===== src/rtl/dmem_q15_fp16_streamer_pkg.sv =====
// ============================================================================
// dmem_q15_fp16_streamer_pkg : shared fp16 constants, FSM states, MSB helper
// Revision: 1.0
// ============================================================================
`default_nettype none

package dmem_q15_fp16_streamer_pkg;

    localparam int FP16_BIAS  = 15;
    localparam int FP16_MAN_W = 10;
    localparam int FP16_EXP_W = 5;

    localparam logic [15:0] FP16_ZERO = 16'h0000;
    localparam logic [15:0] FP16_ONE  = 16'h3C00;

    typedef enum logic [1:0] {
        ST_IDLE  = 2'd0,
        ST_RUN   = 2'd1,
        ST_DRAIN = 2'd2
    } state_e;

    function automatic logic [3:0] msb_index(input logic [15:0] v);
        logic [3:0] idx;
        idx = 4'd0;
        for (int i = 0; i < 16; i++) begin
            if (v[i]) idx = 4'(i);
        end
        return idx;
    endfunction

endpackage

`default_nettype wire


===== src/rtl/dmem_q15_fp16_streamer_q15_to_fp16.sv =====
// ============================================================================
// q15_to_fp16 : combinational Q1.15 to IEEE-754 binary16, round-nearest-even
// Revision: 1.0
// ============================================================================
`default_nettype none

module q15_to_fp16 (
    input  logic [15:0] q,
    output logic [15:0] f
);
    import dmem_q15_fp16_streamer_pkg::*;

    logic                  sign;
    logic [15:0]           mag;
    logic [3:0]            p;
    logic [14:0]           norm;
    logic                  round_up;
    logic [FP16_MAN_W:0]   man_rnd;
    logic [FP16_EXP_W-1:0] exp_field;

    always_comb begin
        sign     = q[15];
        mag      = sign ? (~q + 16'd1) : q;
        p        = msb_index(mag);
        // Left-justify so the implicit one sits just above norm[14].
        norm     = 15'(mag << (4'd15 - p));
        round_up = norm[4] & ((|norm[3:0]) | norm[5]);
        man_rnd  = {1'b0, norm[14:5]} + {{FP16_MAN_W{1'b0}}, round_up};
        // Biased exponent equals p because the bias cancels the 2^-15 scale.
        exp_field = {1'b0, p} + {{(FP16_EXP_W-1){1'b0}}, man_rnd[FP16_MAN_W]};
        f = FP16_ZERO;
        if (mag == 16'd0) begin
            f = FP16_ZERO;
        end else if (p == 4'd0) begin
            f = {sign, 15'h0200};
        end else begin
            f = {sign, exp_field, man_rnd[FP16_MAN_W-1:0]};
        end
    end

endmodule

`default_nettype wire


===== src/rtl/dmem_q15_fp16_streamer.sv =====
// ============================================================================
// dmem_q15_fp16_streamer : walks a ROM window and streams words as fp16
// Revision: 1.0
// ============================================================================
`default_nettype none

module dmem_q15_fp16_streamer #(
    parameter int ADDR_W = 9,
    parameter int LEN_W  = 10
) (
    input  logic              clk,
    input  logic              rst,
    input  logic              start,
    input  logic [ADDR_W-1:0] base,
    input  logic [LEN_W-1:0]  len,
    output logic              busy,
    output logic              done,
    output logic [ADDR_W-1:0] rom_addr,
    input  logic [15:0]       rom_q,
    output logic              out_valid,
    input  logic              out_ready,
    output logic [15:0]       out_data,
    output logic              out_last
);
    import dmem_q15_fp16_streamer_pkg::*;

    state_e            state_q, state_d;
    logic [ADDR_W-1:0] rom_addr_q, rom_addr_d;
    logic [LEN_W-1:0]  remaining_q, remaining_d;
    logic              busy_q, busy_d;
    logic              done_q, done_d;
    logic              s1_valid_q, s1_valid_d;
    logic [15:0]       s1_data_q, s1_data_d;
    logic              s1_last_q, s1_last_d;
    logic              out_valid_q, out_valid_d;
    logic [15:0]       out_data_q, out_data_d;
    logic              out_last_q, out_last_d;

    logic              adv;
    logic              issue;
    logic [15:0]       conv_data;

    q15_to_fp16 u_conv (
        .q (s1_data_q),
        .f (conv_data)
    );

    always_comb begin
        state_d     = state_q;
        rom_addr_d  = rom_addr_q;
        remaining_d = remaining_q;
        busy_d      = busy_q;
        done_d      = 1'b0;
        s1_valid_d  = s1_valid_q;
        s1_data_d   = s1_data_q;
        s1_last_d   = s1_last_q;
        out_valid_d = out_valid_q;
        out_data_d  = out_data_q;
        out_last_d  = out_last_q;
        issue       = 1'b0;
        adv         = out_ready | ~out_valid_q;

        case (state_q)
            ST_IDLE: begin
                if (start) begin
                    if (len != '0) begin
                        rom_addr_d  = base;
                        remaining_d = len;
                        busy_d      = 1'b1;
                        state_d     = ST_RUN;
                    end else begin
                        done_d = 1'b1;
                    end
                end
            end
            ST_RUN: begin
                if (adv) begin
                    issue       = 1'b1;
                    rom_addr_d  = rom_addr_q + {{(ADDR_W-1){1'b0}}, 1'b1};
                    remaining_d = remaining_q - {{(LEN_W-1){1'b0}}, 1'b1};
                    if (remaining_q == {{(LEN_W-1){1'b0}}, 1'b1}) state_d = ST_DRAIN;
                end
            end
            ST_DRAIN: begin
                if (out_valid_q & out_ready & out_last_q) begin
                    state_d = ST_IDLE;
                    busy_d  = 1'b0;
                    done_d  = 1'b1;
                end
            end
            default: state_d = ST_IDLE;
        endcase

        // Whole pipeline moves in lock-step so stalls never drop or repeat a word.
        if (adv) begin
            s1_valid_d  = issue;
            s1_data_d   = rom_q;
            s1_last_d   = issue & (remaining_q == {{(LEN_W-1){1'b0}}, 1'b1});
            out_valid_d = s1_valid_q;
            out_last_d  = s1_last_q;
            if (s1_valid_q) out_data_d = conv_data;
        end
    end

    always_ff @(posedge clk or posedge rst) begin
        if (rst) begin
            state_q     <= ST_IDLE;
            rom_addr_q  <= '0;
            remaining_q <= '0;
            busy_q      <= 1'b0;
            done_q      <= 1'b0;
            s1_valid_q  <= 1'b0;
            s1_data_q   <= 16'h0000;
            s1_last_q   <= 1'b0;
            out_valid_q <= 1'b0;
            out_data_q  <= FP16_ZERO;
            out_last_q  <= 1'b0;
        end else begin
            state_q     <= state_d;
            rom_addr_q  <= rom_addr_d;
            remaining_q <= remaining_d;
            busy_q      <= busy_d;
            done_q      <= done_d;
            s1_valid_q  <= s1_valid_d;
            s1_data_q   <= s1_data_d;
            s1_last_q   <= s1_last_d;
            out_valid_q <= out_valid_d;
            out_data_q  <= out_data_d;
            out_last_q  <= out_last_d;
        end
    end

    assign busy      = busy_q;
    assign done      = done_q;
    assign rom_addr  = rom_addr_q;
    assign out_valid = out_valid_q;
    assign out_data  = out_data_q;
    assign out_last  = out_last_q;

endmodule

`default_nettype wire

===== config.mk =====
export PLATFORM = sky130hd
export DESIGN_NAME = dmem_q15_fp16_streamer
export DESIGN_NICKNAME = d
export VERILOG_FILES = /design/src/rtl/dmem_q15_fp16_streamer_pkg.sv /design/src/rtl/dmem_q15_fp16_streamer_q15_to_fp16.sv /design/src/rtl/dmem_q15_fp16_streamer.sv
export SDC_FILE = /design/constraint.sdc
export NUM_CORES = 1
export LEC_CHECK = 0
export CAP_MARGIN = 25
export CORE_MARGIN = 3
export CORE_UTILIZATION = 57
export CTS_CLUSTER_SIZE = 20
export DETAILED_ROUTE_END_ITERATION = 10
export MAX_ROUTING_LAYER = met4
export PLACE_DENSITY = 0.8
export SLEW_MARGIN = 20
export SYNTH_ARGS = -nofsm -noshare
export SYNTH_HDL_FRONTEND = slang
export SYNTH_SLANG_ARGS = --single-unit
export TNS_END_PERCENT = 1

===== constraint.sdc =====
create_clock -name clk -period 8.6 [get_ports clk]
set_input_delay 0.86 -clock clk [delete_from_list [all_inputs] [get_ports clk]]
set_output_delay 0.86 -clock clk [all_outputs]
set_load 0.01 [all_outputs]

# Word-level counts from Yosys, hierarchy flattened

Cells that the tools add are included.

Flip-flop bits (word level): 59
Latch bits: 0
RAM bits: 0
Bits in read-only memories: 0
Output and inout bits: 29
Word-level logic and storage cells: 87
Memories: 0

Add/sub/neg operators: 6
$mul: 0
Divide/modulo/power cells: 0
Order comparisons: 0
Eq/ne operators: 8
Shifts and indexed selects: 1
Mux-type cells: 42
Bitwise logic cells: 8
Reductions and logical operators: 11

Operator list:

| kind                                                | number |
|---|---|
| 2-to-1 mux 16 bit                                   | 2 |
| 2-to-1 mux 4 bit                                    | 8 |
| 2-to-1 mux 10 bit                                   | 3 |
| 2-to-1 mux 9 bit                                    | 3 |
| case mux 10 bit (2 select lines)                    | 1 |
| case mux 9 bit (2 select lines)                     | 1 |
| adder 16 x 1 -> 16 bit (second input constant)      | 1 |
| zero test 16 bit                                    | 1 |
| NOT 16 bit                                          | 1 |
| << shifter 16 x 4 -> 15 bit                         | 1 |
| 2-to-1 mux 15 bit                                   | 1 |
| 2-to-1 mux 2 bit                                    | 7 |
| 2-to-1 mux 3 bit                                    | 4 |
| adder 10 x 1 -> 11 bit                              | 1 |
| == test 10 x 1 -> 1 bit (second input constant)     | 1 |
| inequality test 2 bit (second input constant)       | 5 |
| nonzero test 10 bit                                 | 1 |
| subtractor 10 x 1 -> 10 bit (second input constant) | 1 |
| adder 9 x 1 -> 9 bit (second input constant)        | 1 |
| 2-to-1 mux 1 bit                                    | 9 |
| AND reduction 4 bit                                 | 2 |
| case mux 2 bit (3 select lines)                     | 1 |
| adder 4 x 1 -> 5 bit                                | 1 |
| AND reduction 5 bit                                 | 1 |
| other kinds (12)                                    | 18 |

# Logic depth before layout (Yosys ltp)

Gate-level depths: netlist of the first run.

Word-level depth: 27
Depth in mapped cells: 24
Mapped depth without buffers: 21

# Cells and area by module

Synthesis of the first run repeated with hierarchy kept, for this count alone.

Cells, all modules: 580
Area total of the unflattened synthesis: 4,897.2 µm²

Modules (own cells, without submodules):

| module                 | times used | cells an instance | area each (µm²) | sequential area each (µm²) |
|---|---|---|---|---|
| dmem_q15_fp16_streamer | 1          | 282               | 2,785.2         | 1,476.4 |
| q15_to_fp16            | 1          | 298               | 2,112.0         | 0.0 |

# Worst setup path before layout of the first run

Ideal clock, no wire load.

Kind: register -> register
Start point: reg s1_data_q[0]
End point: reg out_data_q[11] (netlist: out_data[11])
Library setup time: 121 ps
Arrival: 4,612 ps
Slack: 3,867 ps
Stages on the path, launching flop included: 20
Path buffers: 3
Cells stage by stage: dfrtp_1 clkbuf_1 inv_1 ha_1 or3b_1 buf_6 a2111oi_4 o211ai_2 a2111o_1 o211a_4 buf_6 a2111o_1 a31o_1 or3b_1 nor3b_2 and2_1 and2b_1 ha_1 ha_1 a22o_1

Longest elaborated chain between the ends: 27
Elaborated cells between the ends (all ways): 29

Ends and longest elaborated chain:

| element                       | line                                     | source |
|---|---|---|
| from (decl)                   | dmem_q15_fp16_streamer.sv:33             | `logic [15:0] s1_data_q, s1_data_d;` |
| from (signal assigned)        | dmem_q15_fp16_streamer.sv:125            | `s1_data_q <= s1_data_d;` |
| NOT 16 bit                    | dmem_q15_fp16_streamer_q15_to_fp16.sv:23 | `mag = sign ? (~q + 16'd1) : q;` |
| adder 16 x 1 -> 16 bit        | dmem_q15_fp16_streamer_q15_to_fp16.sv:23 |  |
| 2-to-1 mux 16 bit (*)         | dmem_q15_fp16_streamer_q15_to_fp16.sv:23 |  |
| 2-to-1 mux 1 bit              | dmem_q15_fp16_streamer_pkg.sv:26         | `if (v[i]) idx = 4'(i);` |
| 2-to-1 mux 2 bit (2 in a row) | dmem_q15_fp16_streamer_pkg.sv:26         |  |
| 2-to-1 mux 3 bit (4 in a row) | dmem_q15_fp16_streamer_pkg.sv:26         |  |
| 2-to-1 mux 4 bit (8 in a row) | dmem_q15_fp16_streamer_pkg.sv:26         |  |
| subtractor 4 bit              | dmem_q15_fp16_streamer_q15_to_fp16.sv:26 | `norm = 15'(mag << (4'd15 - p));` |
| << shifter 16 x 4 -> 15 bit   | dmem_q15_fp16_streamer_q15_to_fp16.sv:26 |  |
| OR reduction 4 bit            | dmem_q15_fp16_streamer_q15_to_fp16.sv:27 | `round_up = norm[4] & ((\|norm[3:0]) \| norm[5]);` |
| OR 1 bit                      | dmem_q15_fp16_streamer_q15_to_fp16.sv:27 |  |
| AND 1 bit                     | dmem_q15_fp16_streamer_q15_to_fp16.sv:27 |  |
| adder 10 x 1 -> 11 bit        | dmem_q15_fp16_streamer_q15_to_fp16.sv:28 | `man_rnd = {1'b0, norm[14:5]} + {{FP16_MAN_W{1'b0}}, round_up};` |
| adder 4 x 1 -> 5 bit          | dmem_q15_fp16_streamer_q15_to_fp16.sv:30 | `exp_field = {1'b0, p} + {{(FP16_EXP_W-1){1'b0}}, man_rnd[FP16_MAN_W]};` |
| 2-to-1 mux 15 bit             | dmem_q15_fp16_streamer_q15_to_fp16.sv:34 | `end else if (p == 4'd0) begin` |
| 2-to-1 mux 16 bit (*)         | dmem_q15_fp16_streamer_q15_to_fp16.sv:32 | `if (mag == 16'd0) begin` |
| to (signal assigned)          | dmem_q15_fp16_streamer.sv:128            | `out_data_q <= out_data_d;` |
| to (decl)                     | dmem_q15_fp16_streamer.sv:36             | `logic [15:0] out_data_q, out_data_d;` |

Mark *: on every way between the ends. The rest lies on a longest branch, timed or not.
A chain may end at the register's enable or synchronous reset.

# Worst setup path after layout of the first run

Start point: reg s1_data_q[0]
End point: reg out_data_q[13] (netlist: out_data[13])

The elaborated chain is that of the path after synthesis.

==> results.py, run 1 <==
metrics = {
    "clock_tree": {
        "hold_buffers": 0,
        "clk_path_buf_depth": 2,
        "clk_latency_ns": 0.34,
        "ctsRootBufferMaster": "clkbuf_8",
        "post-cts-setup-buffer-count": 0,
        "cts_sinks": 59,
        "cts_buffers": 9,
        "cts_tree": "built",
        "ctsHtreeMaxLevel": 3,
        "cts-resized-gates": 0,
        "path_clk_slew_ns": 0.08,
    },
    "sta": {
        "finalSetupViolations": 0,
        "max_slew_margin_pct": 45.0,
        "finalHoldWorstSlack_ns": 0.481,
        "skew_ns": 0.0160,
        "fmax_mhz": 168,
        "finalHoldViolations": 0,
        "fin_crit_sh_pct": 69.2,
        "rsz0062_at_grt": "no",
        "period_minus_slack_ns": 5.95,
        "tightest_slew_ns": 0.825,
        "finalMaxSlewViolations": 0,
        "fin_tns_setup_ns": 0,
    },
    "yosys": {
        "synthArstFlopShare_pct": 100,
        "ys_seq_elements": 59,
        "yosysUniqueCellTypes": 86,
        "synthCells": 591,
        "synth_compound_area_share_pct": 31.2,
        "seq_area_frac_synth_pct": 31.0,
        "synth_fa_ha_area_share_pct": 2.10,
        "syn-cell-area_um2": 4770,
        "synth_xor_area_share_pct": 4.77,
        "synth_top_family_by_area": "compound AO/OA/AOI/OAI gates",
        "syn_area_per_cell_um2": 8.07,
        "synth_area_leaders": "dfrtp_1 (31%), nand2_1 (7.9%), o21ai_0 (5.0%)",
        "syn_nets": 638,
        "synth_edf_count": 0,
        "yosys_warnings": 0,
        "ys.flop_type": "dfrtp_1",
        "synth.area.mux_share_pct": 2.20,
        "yosysTopAreaCell": "dfrtp_1",
        "synth_top_area_share_pct": 31.0,
        "yosys.area_share.simple_pct": 23.3,
    },
    "critical_path": {
        "critPathLaunchType": "flip-flop",
        "crit_arrival_ns": 6.23,
        "cp_max_fo": 17,
        "cp-end-kind": "flip-flop",
        "reg2reg_depth": 19,
        "cp_data_required_time_ns": 8.88,
        "path_class": "reg2reg",
    },
    "placement": {
        "hpwlAfterDp_mm": 10.3,
        "port_buffers": 67,
        "gp_congestion": 1.01,
    },
    "route": {
        "drt-pass1-iter-count": 5,
        "drtIter0Drc": 497,
        "via_per_inst": 6.71,
        "drc": 0,
        "wl_per_cell_um": 19.2,
        "wirelength_mm": 14.2,
        "ant_nets": 0,
        "route.vias.total": 4989,
    },
    "floorplanning": {
        "ios": 68,
        "start_util_pct": 60.2,
        "rows": 32,
        "fp.dieH_um": 97.5,
        "core_um2": 7930,
        "die_x_um": 97.5,
        "die_area_um2": 9500,
    },
    "power_and_ir_drop": {
        "ir_worst_vdd_mv": 0.149,
        "p_per_area_nw_per_um2": 318,
        "p_leak_nw": 2.24,
    },
    "job": {
        "cap_violations": 0,
    },
    "cells_and_area": {
        "num_antenna_cells": 0,
        "fin_nets": 683,
        "mostFrequentLayoutCells": "nand2_1 (101), clkdlybuf4s50_1 (67), dfrtp_1 (59), o21ai_0 (48), nor2_1 (45)",
        "drive_gt1_share_pct": 8.27,
        "final_common_cell": "nand2_1",
        "areaGrowthSynthToFinish_pct": 17.7,
    },
    "grt": {
        "grt_max_degree": 60,
        "grt_overflow": 0,
        "met3_usage_pct": 6.25,
        "antenna_found_initial": 0,
        "grt_pass1_vias": 4753,
        "grt_usage_pct": 31.3,
        "gr-usage-met1_pct": 41.8,
        "gr-usage-met2_pct": 47.8,
        "top_usage_layer": "met2",
        "grt_pass1_wl_mm": 24.1,
    },
    "run_status": {
        "status": "complete, no violations",
    },
    "hold_path": {
        "hold_path_class": "reg2reg",
        "min_path_cells": 2,
    },
}
## critical path: stages (launching register included)
cell,delay [ns]
dfrtp_1,0.53
inv_1,0.27
ha_1,0.27
or3b_1,0.62
o21ai_1,0.31
xor2_1,0.44
o21ai_1,0.17
o21ai_2,0.35
nand3_4,0.26
inv_2,0.33
mux2_2,0.37
a31o_1,0.23
or3b_1,0.42
nor3b_2,0.23
and2_1,0.19
and2b_1,0.15
ha_1,0.19
nand3_1,0.09
a221oi_1,0.32
a21o_1,0.13
## state kept, by name, summed over array words and instances (netlist names)
signal	flops
done	1
s1_last_q	1
out_valid	1
remaining_q	10
out_last	1
out_data	16
s1_data_q	16
s1_valid_q	1
state_q	2
rom_addr	9
busy	1
## cell usage after synthesis, drive strengths merged, types with 6 or more instances
| cell | instances |
|---|---|
| o211ai | 9 |
| nand2 | 102 |
| or4 | 7 |
| xor2 | 15 |
| dfrtp | 59 |
| inv | 14 |
| o21a | 6 |
| a21oi | 35 |
| xnor2 | 11 |
| mux2i | 6 |
| nand2b | 7 |
| o22ai | 6 |
| nor3 | 14 |
| buf | 16 |
| o21ai | 59 |
| clkbuf | 22 |
| and2 | 7 |
| a211oi | 7 |
| nand3 | 20 |
| o41ai | 6 |
| nor4 | 8 |
| ha | 8 |
| nor2 | 45 |
| a31oi | 9 |
| o31ai | 9 |
## metal layers
metal / up-vias / wire length (µm)
met5: - / 0
met4: 0 / 347
met3: 44 / 1250
met2: 300 / 6720
met1: 2367 / 5920
li1: 2278 / -
## power by group
part | leakage [nW] | switching, mW | internal (mW)
clock network | 0.106 | 0.117 | 0.149
logic | 1.44 | 0.611 | 0.422
registers | 0.700 | 0.114 | 0.373
## cells by family (layout without fill, tap and decap cells)
kind of cell / after synthesis / in the layout
compound gates: 205 / 205
xor+xnor: 26 / 26
fa+ha+maj: 8 / 8
buf+inv: 53 / 103
flops: 59 / 59
mux: 9 / 9
simple gates: 231 / 231
## layout make-up
class                      count  area, µm²
fill                         638       2310
timing repair buffer          72        708
clock inverter                 4       48.8
tap                          102        128
inverter                      15       56.3
multi-input combinational    479       3040
clock buffer                  12        155
sequential                    59       1480
## metrics by stage
step           total power [mW]  instance area (µm²)  setup WS (ns)  utilization (%)  std cells
2_1_floorplan              1.18                 4770           3.87                -        591
3_3_place_gp               1.48                 5410           2.92             68.2        727
3_5_place_dp               1.49                 5410           2.86             68.2        727
4_1_cts                    1.77                 5610           2.81             70.8        743
5_1_grt                    1.92                 5610           2.31             70.8        743
6_report                   1.79                 5610           2.65             70.8        743
## final timing paths
path                            endpoint  slack (ns)          from
max                         out_data[13]        2.65  s1_data_q[0]
min in group asynchronous    out_data[4]        1.03           rst
min reg2reg                  out_data[3]        0.48   out_data[3]
max in group asynchronous  s1_data_q[15]        7.05           rst
max reg2reg                 out_data[13]        2.65  s1_data_q[0]
min                          out_data[3]        0.48   out_data[3]
Note: power is estimated with default switching activity, not from simulation.
==> run 2: changes to the inputs <==
--- a/config.mk
+++ b/config.mk
@@ -7,11 +7,11 @@
 export LEC_CHECK = 0
 export CAP_MARGIN = 25
 export CORE_MARGIN = 3
-export CORE_UTILIZATION = 57
+export CORE_UTILIZATION = 50
 export CTS_CLUSTER_SIZE = 20
 export DETAILED_ROUTE_END_ITERATION = 10
 export MAX_ROUTING_LAYER = met4
-export PLACE_DENSITY = 0.8
+export PLACE_DENSITY = 0.74
 export SLEW_MARGIN = 20
 export SYNTH_ARGS = -nofsm -noshare
 export SYNTH_HDL_FRONTEND = slang
==> constraint.sdc (replaced) <==
create_clock -name clk -period 4.75 [get_ports clk]
set_input_delay 0.475 -clock clk [delete_from_list [all_inputs] [get_ports clk]]
set_output_delay 0.475 -clock clk [all_outputs]
set_load 0.01 [all_outputs]
==> run 2 against run 1 <==
Final cell count increased by 15%. Total power up 110%. Non-clock buffer count increased by 85. Sequential share of layout area shrank 4.0 points. Clock power up 100%. Count of clock-buffer cells in the layout fell by 2. Setup slack worse by 2.6 ns. Clock skew shrank 0.0034 ns. Critical path depth stayed put.
==> results.py, run 2 (synthesis gave the netlist of run 1 again) <==
metrics = {
    "clock_tree": {
        "ctsHtreeMaxLevel": 3,
        "ctsRootBufferMaster": "clkbuf_8",
        "cts_buffers": 9,
        "hold_buffers": 0,
        "cts_sinks": 59,
        "cts_tree": "built",
        "clk_path_buf_depth": 2,
        "path_clk_slew_ns": 0.08,
        "clk_latency_ns": 0.34,
    },
    "critical_path": {
        "max_stage_delay_ns": 0.46,
        "regToRegSetupSlack_ns": 0.02,
        "worstPathCellList": "inv_2, ha_4, or3b_4, buf_12, a2111oi_4, o211ai_2, a2111o_1, o211a_4, buf_4, a2111o_1, a31o_1, or3b_4, nor3b_2, and2_1, and2b_1, ha_4, ha_2, xor2_1, o21ai_0",
        "crit_arrival_ns": 4.93,
        "cp-end-kind": "flip-flop",
        "critPathLaunchType": "flip-flop",
        "cp_data_required_time_ns": 4.96,
        "path_class": "reg2reg",
        "cp_max_fo": 7,
        "cp_num_buf_inv": 3,
        "cp_top_family": "compound AO/OA/AOI/OAI gates",
        "crit_slowest_cell": "a2111o_1",
    },
    "floorplanning": {
        "fp.dieH_um": 104,
        "die_x_um": 104,
        "rows": 35,
        "die_area_um2": 10700,
        "core_um2": 9240,
        "start_util_pct": 51.6,
        "ios": 68,
    },
    "sta": {
        "max_slew_margin_pct": 44.6,
        "skew_ns": 0.0126,
        "finalSetupViolations": 0,
        "finalMaxSlewViolations": 0,
        "rsz0062_at_grt": "yes",
        "fin_crit_sh_pct": 99.5,
        "finalHoldViolations": 0,
        "layout_setup_ws_ns": 0.0236,
        "fin_tns_setup_ns": 0,
        "finalHoldWorstSlack_ns": 0.481,
        "period_minus_slack_ns": 4.73,
        "fmax_mhz": 212,
        "tightest_slew_ns": 0.821,
    },
    "power_and_ir_drop": {
        "p_int_mw": 2.11,
        "power.share.sequential_pct": 22.0,
        "p_leak_nw": 2.75,
        "p_sw_mw": 1.73,
        "combPwrFrac_pct": 64.1,
        "pwr-share-clk_pct": 13.9,
        "p_per_area_nw_per_um2": 578,
        "ir_worst_vdd_mv": 0.271,
        "swShare_pct": 45.0,
    },
    "cells_and_area": {
        "final_common_cell": "nand2_1",
        "mostFrequentLayoutCells": "nand2_1 (101), buf_4 (87), clkdlybuf4s50_1 (67), dfrtp_1 (58), o21ai_0 (47)",
        "areaGrowthSynthToFinish_pct": 39.1,
        "drive_gt1_share_pct": 24.2,
        "fin_nets": 768,
        "fillCellCount": 726,
        "num_antenna_cells": 0,
    },
    "grt": {
        "grt_overflow": 0,
        "grt_max_degree": 60,
        "antenna_found_initial": 0,
        "grt_pass1_wl_mm": 25.1,
        "grt_pass1_vias": 4974,
        "grt_usage_pct": 28.8,
    },
    "run_status": {
        "status": "complete, no violations",
    },
    "placement": {
        "gp_congestion": 0.953,
        "hpwlAfterDp_mm": 11.3,
        "pre_cts_ws_ns": -0.0381,
        "port_buffers": 67,
    },
    "route": {
        "drc": 0,
        "wl_per_cell_um": 18.3,
        "drtIter0Drc": 365,
        "wirelength_mm": 15.7,
        "route.vias.total": 5223,
        "drt-pass1-iter-count": 5,
        "via_per_inst": 6.11,
        "ant_nets": 0,
    },
    "job": {
        "cap_violations": 0,
    },
    "hold_path": {
        "hold_path_class": "reg2reg",
    },
}
[run 2: changes by cell type in the layout (fill, tap and decap cells not counted), sizes merged]
cell | before | now
inv | 14 | 15
bufinv | 1 | 2
buf | 5 | 89
clkbuf | 12 | 11
[run 2: area by class of cell]
cell class	instances	area, µm²	area share [%]
sequential	59	1480	22.3
multi-input combinational	479	3320	50.1
clock inverter	6	87.6	1.32
timing repair buffer	157	1380	20.8
tap	129	161	2.43
clock buffer	10	138	2.07
inverter	15	66.3	0.999
[run 2: tightest hold or removal path: cells and delay by family (launching register included)]
family,cells,cell delay (ns)
DFF,1,0.35
and+or+nand+nor,2,0.11
[run 2: worst paths after layout]
check | from | to | cells after the start
max | s1_data_q[0] | out_data[12] | 19
min | s1_last_q | out_last | 2
max reg2reg | s1_data_q[0] | out_data[12] | 19
min reg2reg | s1_last_q | out_last | 2
max in group asynchronous | rst | s1_data_q[4] | 3
min in group asynchronous | rst | out_data[3] | 3
[run 2: repair_timing]
action	in CTS	in global routing
endpoints found under the setup margin	3	5
buffers inserted	1	18
resized for setup	14	47
gates cloned	0	1
pin swaps	4	22
[run 2: power by group through the flow]
| stage | Sequential, mW | Clock (mW) | Combinational [mW] |
|---|---|---|---|
| 2_1_floorplan | 0.850 | 0 | 1.29 |
| 3_3_place_gp | 0.837 | 0 | 2.11 |
| 3_5_place_dp | 0.843 | 0 | 2.14 |
| 4_1_cts | 0.838 | 0.543 | 2.19 |
| 5_1_grt | 0.873 | 0.565 | 2.64 |
| 6_report | 0.843 | 0.535 | 2.46 |
[run 2: metrics by stage]
stage | utilization (%) | instances | area, µm² | power [mW]
detailed placement | 64.2 | 819 | 5930 | 2.98
global placement | 64.2 | 819 | 5930 | 2.94
CTS | 67.4 | 836 | 6230 | 3.57
floorplan | - | 591 | 4770 | 2.14
finish | 71.8 | 855 | 6640 | 3.84
global route | 71.8 | 855 | 6640 | 4.08
[run 2: metal layers]
layer | up-vias | GRT usage, % | share of wire (%)
li1 | 2448 | - | -
met1 | 2529 | 38.7 | 43
met2 | 214 | 45.1 | 48
met3 | 32 | 2.99 | 5.7
met4 | 0 | 11.0 | 2.7
met5 | - | - | 0
